**src/rtl/eth_pkg.sv**
```systemverilog
// Shared Ethernet definitions for the MAC receive and transmit paths:
// receive FSM encoding, framing constants and the byte-wide CRC-32 step.
package eth_pkg;

  typedef enum logic [2:0] {
    ST_IDLE,
    ST_PREAMBLE,
    ST_HEADER,
    ST_PAYLOAD,
    ST_DROP,
    ST_STATUS
  } rx_state_t;

  localparam logic [7:0]  PREAMBLE_BYTE = 8'h55;
  localparam logic [7:0]  SFD_BYTE      = 8'hD5;
  localparam logic [47:0] BROADCAST_MAC = 48'hFF_FF_FF_FF_FF_FF;
  localparam logic [31:0] CRC32_POLY    = 32'hEDB8_8320;  // reflected 0x04C11DB7
  localparam logic [31:0] CRC32_INIT    = 32'hFFFF_FFFF;
  localparam logic [3:0]  HDR_DST_LAST  = 4'd5;
  localparam logic [3:0]  HDR_LAST      = 4'd13;
  localparam logic [2:0]  PRE_MAX       = 3'd7;
  localparam logic [2:0]  PIPE_FULL     = 3'd5;           // 4-byte delay line + pending byte

  // One byte of reflected CRC-32, LSB of the data first as on the wire.
  function automatic logic [31:0] crc32_next(input logic [31:0] crc, input logic [7:0] data);
    logic [31:0] c;
    c = crc;
    for (int i = 0; i < 8; i++) begin
      if (c[0] ^ data[i]) c = (c >> 1) ^ CRC32_POLY;
      else                c = c >> 1;
    end
    return c;
  endfunction

  function automatic logic [15:0] sat_inc16(input logic [15:0] v);
    return (v == 16'hFFFF) ? v : v + 16'd1;
  endfunction

endpackage

```
**src/rtl/CRC32_D8.sv**
```systemverilog
// Byte-serial Ethernet CRC-32. The register reseeds whenever i_en is low, so a
// frame is simply a contiguous run of enabled bytes; o_crc carries the final XOR.
module CRC32_D8 (
  input  logic        i_clk,
  input  logic        i_rst,
  input  logic        i_en,
  input  logic [7:0]  i_data,
  output logic [31:0] o_crc
);
  import eth_pkg::*;

  logic [31:0] crc_q;

  // NOTE: clocked state uses non-blocking assignments so every register sees
  // pre-edge values of the others, independent of statement order.
  always_ff @(posedge i_clk or negedge i_rst) begin
    if (!i_rst)    crc_q <= CRC32_INIT;
    else if (i_en) crc_q <= crc32_next(crc_q, i_data);
    else           crc_q <= CRC32_INIT;
  end

  assign o_crc = ~crc_q;

endmodule

```
**src/rtl/mac_rx.sv**
```systemverilog
// GMII receive MAC: preamble/SFD sync, destination filter, header capture and
// FCS stripping through a 4-byte delay line, with a one-cycle verdict pulse.
module mac_rx #(
  parameter logic [47:0] P_LOCAL_MAC = 48'h00_00_00_00_00_00,
  parameter int          P_CRC_CHECK = 1
) (
  input  logic        i_clk,
  input  logic        i_rst,
  input  logic [47:0] i_local_mac,
  input  logic        i_local_mac_valid,
  input  logic [7:0]  i_GMII_data,
  input  logic        i_GMII_valid,
  output logic [15:0] o_recv_type,
  output logic [47:0] o_recv_source_mac,
  output logic [7:0]  o_recv_data,
  output logic        o_recv_valid,
  output logic        o_recv_last,
  output logic        o_status_valid,
  output logic        o_crc_err,
  output logic        o_frame_err,
  output logic [15:0] o_recv_len
);
  import eth_pkg::*;

  rx_state_t   state_q, state_d;
  logic        valid_d, rise;
  logic [47:0] mac_q, cmp_mac;
  logic [2:0]  pre_cnt;
  logic [3:0]  hdr_cnt;
  logic [55:0] hdr_sr;
  logic [7:0]  dl [4];
  logic [2:0]  dl_cnt, pay_cnt;
  logic [7:0]  pending;
  logic [15:0] len_cnt;
  logic        ferr_q, crc_bad_q;
  logic [47:0] dst_word;
  logic        dst_match, crc_en, crc_mismatch;
  logic [31:0] crc, fcs;

  assign rise      = i_GMII_valid && !valid_d;
  assign dst_word  = {hdr_sr[39:0], i_GMII_data};
  assign dst_match = (dst_word == cmp_mac) || (dst_word == BROADCAST_MAC);

  // The CRC consumes bytes as they fall out of the delay line, so when valid
  // drops it covers everything up to the last payload byte and dl holds the FCS.
  assign crc_en       = i_GMII_valid && (state_q inside {ST_HEADER, ST_PAYLOAD}) && (dl_cnt == 3'd4);
  assign fcs          = {dl[0], dl[1], dl[2], dl[3]};
  assign crc_mismatch = (P_CRC_CHECK != 0) && (fcs != crc);

  CRC32_D8 u_crc (
    .i_clk  (i_clk),
    .i_rst  (i_rst),
    .i_en   (crc_en),
    .i_data (dl[3]),
    .o_crc  (crc)
  );

  always_ff @(posedge i_clk or negedge i_rst) begin
    if (!i_rst) state_q <= ST_IDLE;
    else        state_q <= state_d;
  end

  // NOTE: state_d gets its default before the case so no path leaves it
  // unassigned, which would otherwise infer a latch.
  always_comb begin
    state_d = state_q;
    case (state_q)
      ST_IDLE, ST_STATUS: begin
        state_d = ST_IDLE;
        if (rise) state_d = (i_GMII_data == PREAMBLE_BYTE) ? ST_PREAMBLE : ST_DROP;
      end
      ST_PREAMBLE: begin
        if (!i_GMII_valid)                     state_d = ST_STATUS;
        else if (i_GMII_data == PREAMBLE_BYTE) state_d = (pre_cnt == PRE_MAX) ? ST_DROP : ST_PREAMBLE;
        else if (i_GMII_data == SFD_BYTE)      state_d = ST_HEADER;
        else                                   state_d = ST_DROP;
      end
      ST_HEADER: begin
        if (!i_GMII_valid)                             state_d = ST_STATUS;
        else if (hdr_cnt == HDR_DST_LAST && !dst_match) state_d = ST_DROP;
        else if (hdr_cnt == HDR_LAST)                   state_d = ST_PAYLOAD;
      end
      ST_PAYLOAD: if (!i_GMII_valid) state_d = ST_STATUS;
      ST_DROP:    if (!i_GMII_valid) state_d = ST_IDLE;
      default:    state_d = ST_IDLE;
    endcase
  end

  always_ff @(posedge i_clk or negedge i_rst) begin
    if (!i_rst) begin
      // valid_d starts high so a frame already in flight at release is not a rising edge.
      valid_d           <= 1'b1;
      mac_q             <= P_LOCAL_MAC;
      cmp_mac           <= P_LOCAL_MAC;
      pre_cnt           <= '0;
      hdr_cnt           <= '0;
      hdr_sr            <= '0;
      // NOTE: the delay line is only four flops and feeds the FCS compare, so
      // it is reset with everything else rather than left as unreset storage.
      for (int i = 0; i < 4; i++) dl[i] <= '0;
      dl_cnt            <= '0;
      pay_cnt           <= '0;
      pending           <= '0;
      len_cnt           <= '0;
      ferr_q            <= 1'b0;
      crc_bad_q         <= 1'b0;
      o_recv_type       <= '0;
      o_recv_source_mac <= '0;
      o_recv_data       <= '0;
      o_recv_valid      <= 1'b0;
      o_recv_last       <= 1'b0;
      o_status_valid    <= 1'b0;
      o_crc_err         <= 1'b0;
      o_frame_err       <= 1'b0;
      o_recv_len        <= '0;
    end else begin
      valid_d        <= i_GMII_valid;
      o_recv_valid   <= 1'b0;
      o_recv_last    <= 1'b0;
      o_status_valid <= 1'b0;

      if (i_local_mac_valid) mac_q <= i_local_mac;

      if (state_q inside {ST_HEADER, ST_PAYLOAD}) begin
        if (i_GMII_valid) begin
          dl[0] <= i_GMII_data;
          dl[1] <= dl[0];
          dl[2] <= dl[1];
          dl[3] <= dl[2];
          if (dl_cnt != 3'd4) dl_cnt <= dl_cnt + 3'd1;
        end
      end else begin
        dl_cnt <= '0;
      end

      case (state_q)
        ST_IDLE, ST_STATUS: begin
          // The compare address is frozen here so a mid-frame update waits for the next frame.
          cmp_mac <= mac_q;
          pre_cnt <= 3'd1;
          if (state_q == ST_STATUS) begin
            o_status_valid <= 1'b1;
            o_crc_err      <= crc_bad_q;
            o_frame_err    <= ferr_q;
            o_recv_len     <= len_cnt;
          end
        end
        ST_PREAMBLE: begin
          hdr_cnt <= '0;
          if (i_GMII_valid) begin
            pre_cnt <= pre_cnt + 3'd1;
          end else begin
            ferr_q    <= 1'b1;
            crc_bad_q <= 1'b0;
            len_cnt   <= '0;
          end
        end
        ST_HEADER: begin
          pay_cnt <= '0;
          len_cnt <= '0;
          if (i_GMII_valid) begin
            hdr_cnt <= hdr_cnt + 4'd1;
            hdr_sr  <= {hdr_sr[47:0], i_GMII_data};
            if (hdr_cnt == HDR_LAST) begin
              o_recv_source_mac <= hdr_sr[55:8];
              o_recv_type       <= {hdr_sr[7:0], i_GMII_data};
            end
          end else begin
            ferr_q    <= 1'b1;
            crc_bad_q <= 1'b0;
          end
        end
        ST_PAYLOAD: begin
          if (i_GMII_valid) begin
            if (pay_cnt != PIPE_FULL) pay_cnt <= pay_cnt + 3'd1;
            if (pay_cnt >= 3'd4)      pending <= dl[3];
            if (pay_cnt == PIPE_FULL) begin
              o_recv_data  <= pending;
              o_recv_valid <= 1'b1;
              len_cnt      <= sat_inc16(len_cnt);
            end
          end else if (pay_cnt == PIPE_FULL) begin
            o_recv_data  <= pending;
            o_recv_valid <= 1'b1;
            o_recv_last  <= 1'b1;
            len_cnt      <= sat_inc16(len_cnt);
            ferr_q       <= 1'b0;
            crc_bad_q    <= crc_mismatch;
          end else begin
            // Four bytes or fewer after the header: not even a complete FCS.
            ferr_q    <= 1'b1;
            crc_bad_q <= 1'b0;
            len_cnt   <= '0;
          end
        end
        default: ;
      endcase
    end
  end

endmodule

```
**config.mk**
```make
export PLATFORM = sky130hd
export DESIGN_NAME = mac_rx
export DESIGN_NICKNAME = d
export VERILOG_FILES = /design/src/rtl/eth_pkg.sv /design/src/rtl/CRC32_D8.sv /design/src/rtl/mac_rx.sv
export SDC_FILE = /design/constraint.sdc
export NUM_CORES = 1
export LEC_CHECK = 0
export BUFFER_PORTS_ARGS = -buffer_cell sky130_fd_sc_hd__buf_2
export CAP_MARGIN = 20
export CORE_ASPECT_RATIO = 1.2
export CORE_MARGIN = 2
export CORE_UTILIZATION = 53
export DETAILED_ROUTE_END_ITERATION = 10
export GPL_TIMING_DRIVEN = 0
export HOLD_SLACK_MARGIN = 0.03
export PLACE_DENSITY_LB_ADDON = 0.12
export SLEW_MARGIN = 40
export SYNTH_ARGS = -nofsm -noshare
export SYNTH_HDL_FRONTEND = slang
export SYNTH_HIERARCHICAL = 1
export SYNTH_SLANG_ARGS = --single-unit
```
**constraint.sdc**
```tcl
create_clock -name i_clk -period 2.61 [get_ports i_clk]
set_input_delay 0.783 -clock i_clk [delete_from_list [all_inputs] [get_ports i_clk]]
set_output_delay 0.783 -clock i_clk [all_outputs]
set_load 0.02 [all_outputs]
```
# Word-level counts from Yosys, hierarchy flattened
# Index checks and enable logic that the tools add are counted.
[word_totals] regBits=352 inputBits=60 out_inout_bits=93 elab_cells=166
[classes] add_sub_neg=5 n_lt_le_gt_ge=1 n_eq_ne=30 mux=58 n_bitwise=17 reduce_logical=28
[op_table] cell="32-bit two-way mux" count=16
[op_table] cell="13-bit inverter with 14-bit output" count=8
[op_table] cell="16-bit two-way mux" count=5
[op_table] cell="3-bit two-way mux" count=17
[op_table] cell="48-bit equality test" count=1
[op_table] cell="48-bit equality test (second input constant)" count=1
[op_table] cell="16-bit one-hot mux with 3 select lines" count=1
[op_table] cell="32-bit inequality test" count=1
[op_table] cell="32-bit inverter" count=1
[op_table] cell="3-bit AND reduction" count=6
[op_table] cell="16-bit by 1-bit adder with 16-bit output (second input constant)" count=1
[op_table] cell="16-bit equality test (second input constant)" count=1
[op_table] cell="2-bit inequality test (second input constant)" count=8
[op_table] cell="3-bit equality test (second input constant)" count=5
[op_table] cell="3-bit one-hot mux with 5 select lines" count=1
[op_table] cell="2-bit AND reduction" count=7
[op_table] cell="1-bit two-way mux" count=12
[op_table] cell="3-bit one-hot mux with 2 select lines" count=2
[op_table] cell="3-bit by 1-bit adder with 3-bit output (second input constant)" count=3
[op_table] cell="8-bit by 7-bit equality test with 1-bit output (second input constant)" count=1
[op_table] cell="8-bit equality test (second input constant)" count=1
[op_table] cell="4-bit one-hot mux with 2 select lines" count=1
[op_table] cell="2-bit nonzero test" count=4
[op_table] cell="1-bit XOR" count=8
[op_table] cell="other kinds (18)" count=27

# Depth between registers and ports, before layout
# Gate-level depths: netlist of run 1.
[depth] ltp_word=26 depth_mapped=10 ltp_nobuf=8

# Cells and area by module
# The synthesis of run 1 kept the hierarchy.
[by_module_without_submodules] mod="mac_rx" n_inst=1 cells_per_inst=1117 area_each_um2=13708.1 seq_area_each_um2=8008.9
[by_module_without_submodules] mod="CRC32_D8" n_inst=1 cells_per_inst=176 area_each_um2=1935.6 seq_area_each_um2=840.8

# Worst setup path before layout of run 1
# No wires, ideal clock.
[synth_timing] kind="input port to flip-flop" startpoint="in i_GMII_valid" endpoint="reg u_crc.crc_q[0]" t_arrival_ns=2.074 slack_ns=0.439 stages=7 cell_sequence="clkbuf_1 > nand2_1 > buf_2 > nor2_1 > buf_1 > clkbuf_1 > o21ai_0"
[synth_via] elab_chain_len=3
[synth_lines] element="start: declaration" line="mac_rx.sv:12" rtl="input logic i_GMII_valid,"
[synth_lines] element="1-bit logical AND (2 in a row)" line="mac_rx.sv:46" rtl="assign crc_en = i_GMII_valid && (state_q inside {ST_HEADER, ST_PAYLOAD}) && (dl_cnt == 3'd4);"
[synth_lines] element="net crc_en" line="mac_rx.sv:37" rtl="logic dst_match, crc_en, crc_mismatch;"
[synth_lines] element="32-bit two-way mux" line="CRC32_D8.sv:18" rtl="else if (i_en) crc_q <= crc32_next(crc_q, i_data);"
[synth_lines] element="end signal: assignment" line="CRC32_D8.sv:18"
[synth_lines] element="end: declaration" line="CRC32_D8.sv:12" rtl="logic [31:0] crc_q;"
# The timed path passes the listed nets, and every way through them passes these cells.
# A chain may end at the register's enable or synchronous reset.

# Worst setup path after layout of run 1
[layout_timing] startpoint="in i_GMII_valid" endpoint="reg u_crc.crc_q[10]"
# Same word-level chain as after synthesis.

==> results of run 1 <==
[critical path: stages]
cell and delay (ns):
buf_2 0.17, clkbuf_1 0.39, nand2_1 0.30, buf_2 0.28
nor2_1 0.11, buf_1 0.27, clkbuf_2 0.33, o21ai_0 0.15
[kinds of logic after synthesis]
family,synth area share [%]
xor gates and xnor gates,9.82
muxes,15.3
AOI/OAI and AO/OA,3.33
adders and majority gates,0.720
and+or+nand+nor,11.3
DFF,56.6
buffers and inverters,2.93
[cell usage in the layout (no fill, tap or decap), drive strengths merged, types with 3 or more instances in the layout]
cell type	n
xor2	92
dfstp	33
xnor3	3
and2	4
or3	4
o21ai	25
mux2	212
nor4	25
clkbuf	71
buf	189
or4	4
nor3	11
ha	9
xnor2	58
a21oi	19
nand2	257
inv	51
nand2b	3
nor2	31
nand4	25
a41o	3
o31ai	5
nand3	11
clkinv	7
and3	3
bufinv	3
o211ai	3
a311oi	3
dfrtp	319
nor2b	3
[worst max-delay path by stage]
stage,startpoint,end,slack [ns],depth (start not counted)
after floorplan,i_GMII_valid,u_crc/crc_q[0],0.44,7
after global placement,i_rst,mac_q[45],-6.03,1
after detailed placement,i_GMII_valid,u_crc/crc_q[10],-0.49,8
after CTS,i_GMII_valid,u_crc/crc_q[10],0.05,8
after global routing,i_GMII_valid,u_crc/crc_q[0],0.1,8
final,i_GMII_valid,u_crc/crc_q[10],0.26,8
[flip-flops by register name, summed over array words and instances, names as in the netlist, 3 cells and up]
name / cells
state_q: 3
o_recv_source_mac: 48
cmp_mac: 48
pay_cnt: 3
dl_cnt: 3
dl: 32
o_recv_type: 16
len_cnt: 16
u_crc/crc_q: 32
hdr_cnt: 4
pending: 8
hdr_sr: 56
o_recv_data: 8
pre_cnt: 3
o_recv_len: 16
mac_q: 48
[routing by layer]
layer,GRT usage (%),vias up,share of wire [%]
met5,0,-,0
met4,8.24,0,3.1
met3,3.15,58,3.8
met2,41.0,241,51
met1,30.5,5015,43
li1,-,4752,-
[power by group]
group          switching (mW)  internal (mW)  leakage (nW)
clock network            2.14           3.14         0.603
registers               0.140           5.66          4.49
logic                   0.325          0.288          4.31
[cell type report]
class / instances / area, sq um
plain buffers: 50 / 278
clock buffers: 54 / 1060
clock inverters: 13 / 173
fillers: 2315 / 10700
inverters: 49 / 184
multi-input cells: 842 / 6340
flip-flops and latches: 352 / 8850
well taps: 385 / 482
repair buffers: 156 / 896
[stage by stage]
stage | hold WS [ns] | instance area (sq um)
floorplan | 0.432 | 15600
global placement | 0.448 | 16900
detailed placement | 0.459 | 17000
CTS | 0.192 | 18300
global route | 0.220 | 18300
finish | 0.185 | 18300
==> impl_metrics.yaml, run 1 <==
final_layout:
  syn_to_final_growth_pct: 16.7
  nets: 1557
  final_cells: 1901
  n_antenna_cell: 0
  drive_above_1_share_pct: 30.1
  utilization_pct: 63.1
cts:
  clk_path_buf_depth: 3
  insertion_delay_ns: 0.53
  postCtsHoldBufs: 0
  clock_sinks: 352
  cts_resized: 0
  numCtsBuffers: 37
  ctsRootBufferMaster: "clkbuf_16"
  clkTransAtPathRegs_ns: 0.06
  post_cts_buffers: 0
  cts_tree: "yes"
  htree_levels: 2
global_route:
  grt_pass1_vias: 10419
  antenna_found_initial: 1
  grt_max_degree: 74
  track_usage_pct: 23.5
  grt-ovfl-total: 0
  grt_pass1_wl_um: 56700
die:
  io-pin-count: 153
  dieWidth_um: 161
  dieArea_sq_um: 30900
  start_util_pct: 54.1
  die_h_um: 192
  coreArea_sq_um: 28900
  rows: 68
setup_path:
  path_max_fanout: 10
  start_kind: "primary input"
  ff2ff_path_depth: 9
  r2r_setup_slack_ns: 0.33
  r2r_end: "u_crc/crc_q[10]"
  criticalPathCategory: "primary input to register"
  timing.rr.start: "state_q[1]"
  critPathRequiredTime_ns: 3.04
  worst_setup_path_end_kind: "register"
  cp.arrival_ns: 2.79
placement:
  routabilityCongestion: 0.853
  port_buffers: 151
  dp_slack_ns: -0.495
  dp.cells: 1834
  hpwl_um: 25500
synth:
  yosysMostFrequentCell: "dfrtp_1"
  syn_area_sq_um: 15600
  avgSynthCellArea_sq_um: 12.1
  synth-seq-area-share_pct: 56.6
  yosysTopAreaCellShare_pct: 51.0
  ys.flop_type: "dfrtp_1"
  synth_common_cells: "dfrtp_1 (319), nand2_1 (257), mux2_2 (149)"
  synth_seq_cells: 352
  syn_nets: 1362
  synthArstFlopShare_pct: 100
  synth_cell_types: 73
  synth.area.top_cells: "dfrtp_1 (51%), mux2_2 (11%), nand2_1 (6.2%)"
  synth.largest_area_cell: "dfrtp_1"
  netlist_instances: 1293
  yosysWarnings: 6
  synth-edff-count: 0
timing:
  fmax_ghz: 0.425
  fin_setup_tns_ns: 0
  tightest_slew_ns: 0.798
  min_period_over_period_pct: 90.2
  finClkSkew_ns: 0.0193
  maxSlewHeadroom_pct: 46.8
  grt_setup_unrepaired: "no"
  layout_min_cycle_time_ns: 2.35
  hold_viol_final: 0
  finalMaxSlewViolations: 0
  setup_ws_ns: 0.256
  setup_viol: 0
drt:
  routedWlPerCell_um: 18.4
  drt_iter0_drc: 658
  wirelength_um: 35000
  drc_errors: 0
  vias_per_cell: 5.30
  dr.pass1.iters: 5
  vias: 10066
  drtAntennaViolNets: 0
outcome:
  outcome: "finished, final reports clean"
worst_hold_path:
  min_path_type: "primary input to asynchronous set/reset pin"
power_and_ir_drop:
  power_mw: 11.7
  ir_drop_mv: 0.495
  powerDensity_nw_per_um2: 641
  p_leak_nw: 9.40
run:
  max_cap_violations: 0
(Power assumes the default switching activity.)
==> inputs of run 2 (changes only) <==
--- a/config.mk
+++ b/config.mk
@@ -5,6 +5,7 @@
 export SDC_FILE = /design/constraint.sdc
 export NUM_CORES = 1
 export LEC_CHECK = 0
+export ABC_AREA = 1
 export BUFFER_PORTS_ARGS = -buffer_cell sky130_fd_sc_hd__buf_2
 export CAP_MARGIN = 20
 export CORE_ASPECT_RATIO = 1.2
@@ -14,6 +15,7 @@
 export GPL_TIMING_DRIVEN = 0
 export HOLD_SLACK_MARGIN = 0.03
 export PLACE_DENSITY_LB_ADDON = 0.12
+export REMOVE_ABC_BUFFERS = 1
 export SLEW_MARGIN = 40
 export SYNTH_ARGS = -nofsm -noshare
 export SYNTH_HDL_FRONTEND = slang
==> impl_metrics.yaml, run 2 <==
timing:
  finalMaxSlewViolations: 0
  holdWs_ns: 0.167
  fmax_ghz: 0.416
  grt_setup_unrepaired: "no"
  finClkSkew_ns: 0.0168
  tightest_slew_ns: 0.772
  fin_setup_tns_ns: 0
  maxSlewHeadroom_pct: 48.5
  setup_viol: 0
  hold_viol_final: 0
  layout_min_cycle_time_ns: 2.40
  min_period_over_period_pct: 92.0
die:
  dieArea_sq_um: 31300
  coreArea_sq_um: 29500
  dieWidth_um: 162
  io-pin-count: 153
  die_h_um: 193
  rows: 69
  start_util_pct: 53.6
cts:
  insertion_delay_ns: 0.53
  numCtsBuffers: 37
  clkTransAtPathRegs_ns: 0.06
  clk_path_buf_depth: 3
  htree_levels: 2
  ctsRootBufferMaster: "clkbuf_16"
  clock_sinks: 352
  cts_tree: "yes"
power_and_ir_drop:
  internal_power_mw: 9.25
  swShare_pct: 26.6
  p_sw_mw: 3.35
  powerDensity_nw_per_um2: 685
  p_comb_share_pct: 11.5
  power_mw: 12.6
  power_frac_seq_pct: 49.0
  p_clk_share_pct: 39.5
  p_leak_nw: 9.36
  ir_drop_mv: 0.467
setup_path:
  path_common_cell: "buf_4"
  path_max_fanout: 16
  crit_family: "buffers and inverters"
  cp.arrival_ns: 2.81
  cp_cell_sequence: "nor2_4, inv_2, nor2_4, inv_2, nor2_4, nand4_1, buf_4, buf_6, buf_4, buf_4, buf_4, nand2_1, o21ai_1"
  critical-path-max-stage-delay_ns: 0.47
  worst_setup_path_end_kind: "register"
  start_kind: "register"
  crit_buf_inv: 7
  criticalPathCategory: "register to register"
  critPathRequiredTime_ns: 3.02
  slowest_stage: "dfrtp_2"
outcome:
  outcome: "finished, final reports clean"
global_route:
  track_usage_pct: 24.2
  grt_pass1_vias: 12036
  grt_pass1_wl_um: 61100
  grt_max_degree: 81
  antenna_found_initial: 1
  grt-ovfl-total: 0
final_layout:
  final_cell_mix: "nand2_1 (591), dfrtp_1 (318), inv_1 (220)"
  drive_above_1_share_pct: 16.6
  nets: 2059
  final_cell_area_sq_um: 18400
  largest_reg_flops: 56
  largest_register: "hdr_sr"
  utilization_pct: 62.3
  final_common_cell: "nand2_1"
  syn_to_final_growth_pct: 16.2
synth:
  synth_seq_cells: 352
  syn_area_sq_um: 15800
  netlist_instances: 1835
  synth-edff-count: 0
  synth_cell_types: 41
  synth-seq-area-share_pct: 55.9
  yosysWarnings: 6
  synth_common_cells: "nand2_1 (591), dfrtp_1 (319), inv_1 (223)"
  ys.flop_type: "dfrtp_1"
  yosysTopAreaCellShare_pct: 50.4
  yosysMostFrequentCell: "nand2_1"
  avgSynthCellArea_sq_um: 8.63
  synthArstFlopShare_pct: 100
  synth.largest_area_cell: "dfrtp_1"
  synth.area.top_cells: "dfrtp_1 (50%), nand2_1 (14%), o21ai_0 (6.6%)"
run:
  max_cap_violations: 0
drt:
  drt_iter0_drc: 709
  drc_errors: 0
  vias: 12181
  wirelength_um: 37100
  drtAntennaViolNets: 0
  vias_per_cell: 5.06
  routedWlPerCell_um: 15.4
  dr.pass1.iters: 5
placement:
  place_area_sq_um: 17200
  port_buffers: 152
  hpwl_um: 26600
  routabilityCongestion: 0.839
worst_hold_path:
  min_path_type: "primary input to asynchronous set/reset pin"
## run 2: cells by family (layout without fill, tap and decap cells)
family | count (synthesis) | in the layout | synth area share (%)
simple gates | 766 | 766 | 20.1
flops | 352 | 352 | 55.9
compound gates | 308 | 308 | 9.93
buf+inv | 298 | 478 | 7.40
xor+xnor | 86 | 86 | 4.85
mux | 16 | 16 | 1.14
fa+ha+maj | 9 | 9 | 0.711
other cells | 0 | 1 | 0
## run 2: metrics by stage
stage	worst slack [ns]	std cells
after CTS	0.117	2405
after global placement	-6.37	2314
after floorplan	-3.34	1772
after detailed placement	-0.641	2337
after global routing	0.0328	2406
final	0.209	2406
## run 2: power groups by stage
stage | registers [mW] | logic, mW | clock network [mW]
2_1_floorplan | 6.23 | 0.904 | 0
5_1_grt | 6.23 | 1.67 | 5.29
3_3_place_gp | 6.25 | 1.38 | 0
3_5_place_dp | 6.27 | 1.46 | 0
6_report | 6.17 | 1.45 | 4.98
4_1_cts | 6.17 | 1.47 | 5.09
## run 2: worst reg2reg max path: stages (launching register included)
cell and delay, ns:
dfrtp_2 0.47, nor2_4 0.17, inv_2 0.08, nor2_4 0.15, inv_2 0.08, nor2_4 0.12
nand4_1 0.15, buf_4 0.22, buf_6 0.15, buf_4 0.18, buf_4 0.20, buf_4 0.20
nand2_1 0.07, o21ai_1 0.06
## run 2: routing by layer
metal / vias up / track usage, % / share of wire, %
met4: 0 / 9.64 / 4.1
li1: 6057 / - / -
met5: - / 0 / 0
met3: 93 / 3.37 / 4.7
met2: 319 / 40.5 / 48
met1: 5712 / 31.9 / 43
## run 2: final timing paths
kind	depth (start not counted)	endpoint	slack, ns	start
worst min-delay path	1	o_recv_source_mac[41]	0.17	i_rst
worst max-delay path	13	o_recv_source_mac[35]	0.21	state_q[2]
min in group i_clk	1	dl_cnt[2]	0.46	dl_cnt[2]
worst max register to register	13	o_recv_source_mac[35]	0.21	state_q[2]
max in group asynchronous	5	valid_d	0.78	i_rst
worst min register to register	1	dl_cnt[2]	0.46	dl_cnt[2]
## run 2: repair_timing
item | CTS | global route
hold buffers | 0 | 0
gates resized for setup | 0 | 2
endpoints found under the setup margin | 34 | 10
pin swaps | 3 | 0
buffers inserted | 4 | 0
gates cloned | 0 | 0
## run 2: area by class of cell
type / instances / area, sq um
Tap cell: 390 / 488
Timing Repair Buffer: 179 / 1190
Multi-Input combinational cell: 1185 / 5840
Antenna cell: 1 / 2.50
Sequential cell: 352 / 8850
Clock buffer: 59 / 1080
Inverter: 235 / 885
Clock inverter: 5 / 56.3
Fill cell: 2575 / 11100
==> inputs of run 3 (changes only) <==
--- a/config.mk
+++ b/config.mk
@@ -11,6 +11,7 @@
 export CORE_ASPECT_RATIO = 1.2
 export CORE_MARGIN = 2
 export CORE_UTILIZATION = 53
+export CTS_CLUSTER_DIAMETER = 80
 export DETAILED_ROUTE_END_ITERATION = 10
 export GPL_TIMING_DRIVEN = 0
 export HOLD_SLACK_MARGIN = 0.03
==> constraint.sdc (replaced) <==
create_clock -name i_clk -period 2.61 [get_ports i_clk]
set_input_delay 0.3915 -clock i_clk [delete_from_list [all_inputs] [get_ports i_clk]]
set_output_delay 0.3915 -clock i_clk [all_outputs]
set_load 0.02 [all_outputs]
==> impl_metrics.yaml, run 3 (synthesized netlist as in run 2, its figures left out) <==
cts:
  ctsRootBufferMaster: "clkbuf_16"
  clkTransAtPathRegs_ns: 0.06
  htree_levels: 2
  insertion_delay_ns: 0.53
  clock_sinks: 352
  clk_path_buf_depth: 3
  numCtsBuffers: 37
  cts_tree: "yes"
setup_path:
  path_max_fanout: 16
  critPathRequiredTime_ns: 3.03
  criticalPathCategory: "register to register"
  slowest_stage: "dfrtp_2"
  crit_start: "state_q[2]"
  crit_buf_inv: 7
  critical-path-max-stage-delay_ns: 0.47
  ff2ff_path_depth: 13
  crit_family: "buffers and inverters"
  cp.arrival_ns: 2.82
  start_kind: "register"
  endpoint: "o_recv_source_mac[38]"
  crit_cells: 13
  path_common_cell: "buf_4"
  r2r_end: "o_recv_source_mac[38]"
  cp_cell_sequence: "nor2_4, inv_2, nor2_4, inv_2, nor2_4, nand4_1, buf_4, buf_6, buf_4, buf_4, buf_4, nand2_1, o21ai_1"
  r2r_setup_slack_ns: 0.20
  worst_setup_path_end_kind: "register"
  timing.rr.start: "state_q[2]"
run:
  max_cap_violations: 0
final_layout:
  largest_register: "hdr_sr"
  final_cell_area_sq_um: 18400
  multi_input_area_sq_um: 5840
  drive_above_1_share_pct: 16.6
  largest_reg_flops: 56
  fillers: 2574
  nets: 2060
  register_area_sq_um: 8850
  utilization_pct: 62.3
  final_cells: 2407
  final_cell_mix: "nand2_1 (591), dfrtp_1 (318), inv_1 (220)"
  final_common_cell: "nand2_1"
  syn_to_final_growth_pct: 16.2
timing:
  finalMaxSlewViolations: 0
  setup_ws_ns: 0.203
  min_period_over_period_pct: 92.2
  hold_viol_final: 0
  holdWs_ns: 0.0688
  grt_setup_unrepaired: "no"
  maxSlewHeadroom_pct: 47.7
  setup_viol: 0
  fmax_ghz: 0.415
  fin_setup_tns_ns: 0
  tightest_slew_ns: 0.785
  finClkSkew_ns: 0.0167
  layout_min_cycle_time_ns: 2.41
drt:
  drtAntennaViolNets: 0
  drt_iter0_drc: 712
  vias: 12192
  routedWlPerCell_um: 15.5
  dr.pass1.iters: 5
  drc_errors: 0
  vias_per_cell: 5.07
  wirelength_um: 37200
global_route:
  grt_max_degree: 81
  grt_pass1_vias: 12036
  grt-ovfl-total: 0
  antenna_found_initial: 1
  grt_pass1_wl_um: 61100
  track_usage_pct: 24.2
power_and_ir_drop:
  power_mw: 12.6
  p_leak_nw: 9.36
  ir_drop_mv: 0.468
  powerDensity_nw_per_um2: 685
die:
  rows: 69
  start_util_pct: 53.6
  dieArea_sq_um: 31300
  dieWidth_um: 162
  io-pin-count: 153
  die_h_um: 193
  coreArea_sq_um: 29500
outcome:
  outcome: "finished, final reports clean"
placement:
  hpwl_um: 26600
  dp_slack_ns: -0.397
  dp.cells: 2337
  routabilityCongestion: 0.839
  port_buffers: 152
  place_area_sq_um: 17200
worst_hold_path:
  min_path_type: "primary input to register"
## run 3: layer usage
metal | GRT usage (%) | wire (um)
met4 | 9.64 | 1510
met2 | 40.5 | 18000
met1 | 31.9 | 16100
met3 | 3.37 | 1580
met5 | 0 | 0
## run 3: worst min path at each step
stage | startpoint | to | slack (ns) | depth (start not counted)
floorplan | i_rst | cmp_mac[0] | 0.1 | 0
global placement | dl_cnt[2] | dl_cnt[2] | 0.45 | 1
detailed placement | i_rst | hdr_sr[44] | 0.33 | 1
CTS | i_local_mac[34] | mac_q[34] | 0.05 | 3
global route | i_GMII_valid | valid_d | 0.07 | 1
finish | i_local_mac[42] | mac_q[42] | 0.07 | 3
## run 3: repair_timing
action,in CTS,in global routing
endpoints found under the setup margin,34,10
hold endpoints to repair,43,0
buffers inserted,4,0
cloned,0,0
pin swaps,3,0
hold buffers,1,0
resized for setup,0,2
## run 3: where the power goes
part	internal (mW)	switching, mW	leakage (nW)
registers	5.87	0.303	4.41
logic	0.536	0.919	4.41
clock network	2.85	2.13	0.547
## run 3: area by class of cell
cell class,count,share of cell area (%)
repair buffers,180,6.52
clock buffers,59,5.87
diodes,1,0.0136
well taps,390,2.65
inverters,235,4.81
multi-input cells,1185,31.7
flip-flops and latches,352,48.1
clock inverters,5,0.306
## run 3: worst min-delay path, delay by kind of cell
| kind | cells | cell delay [ns] |
|---|---|---|
| buf+inv | 1 | 0.07 |
| simple gates | 1 | 0.04 |
| compound gates | 1 | 0.05 |
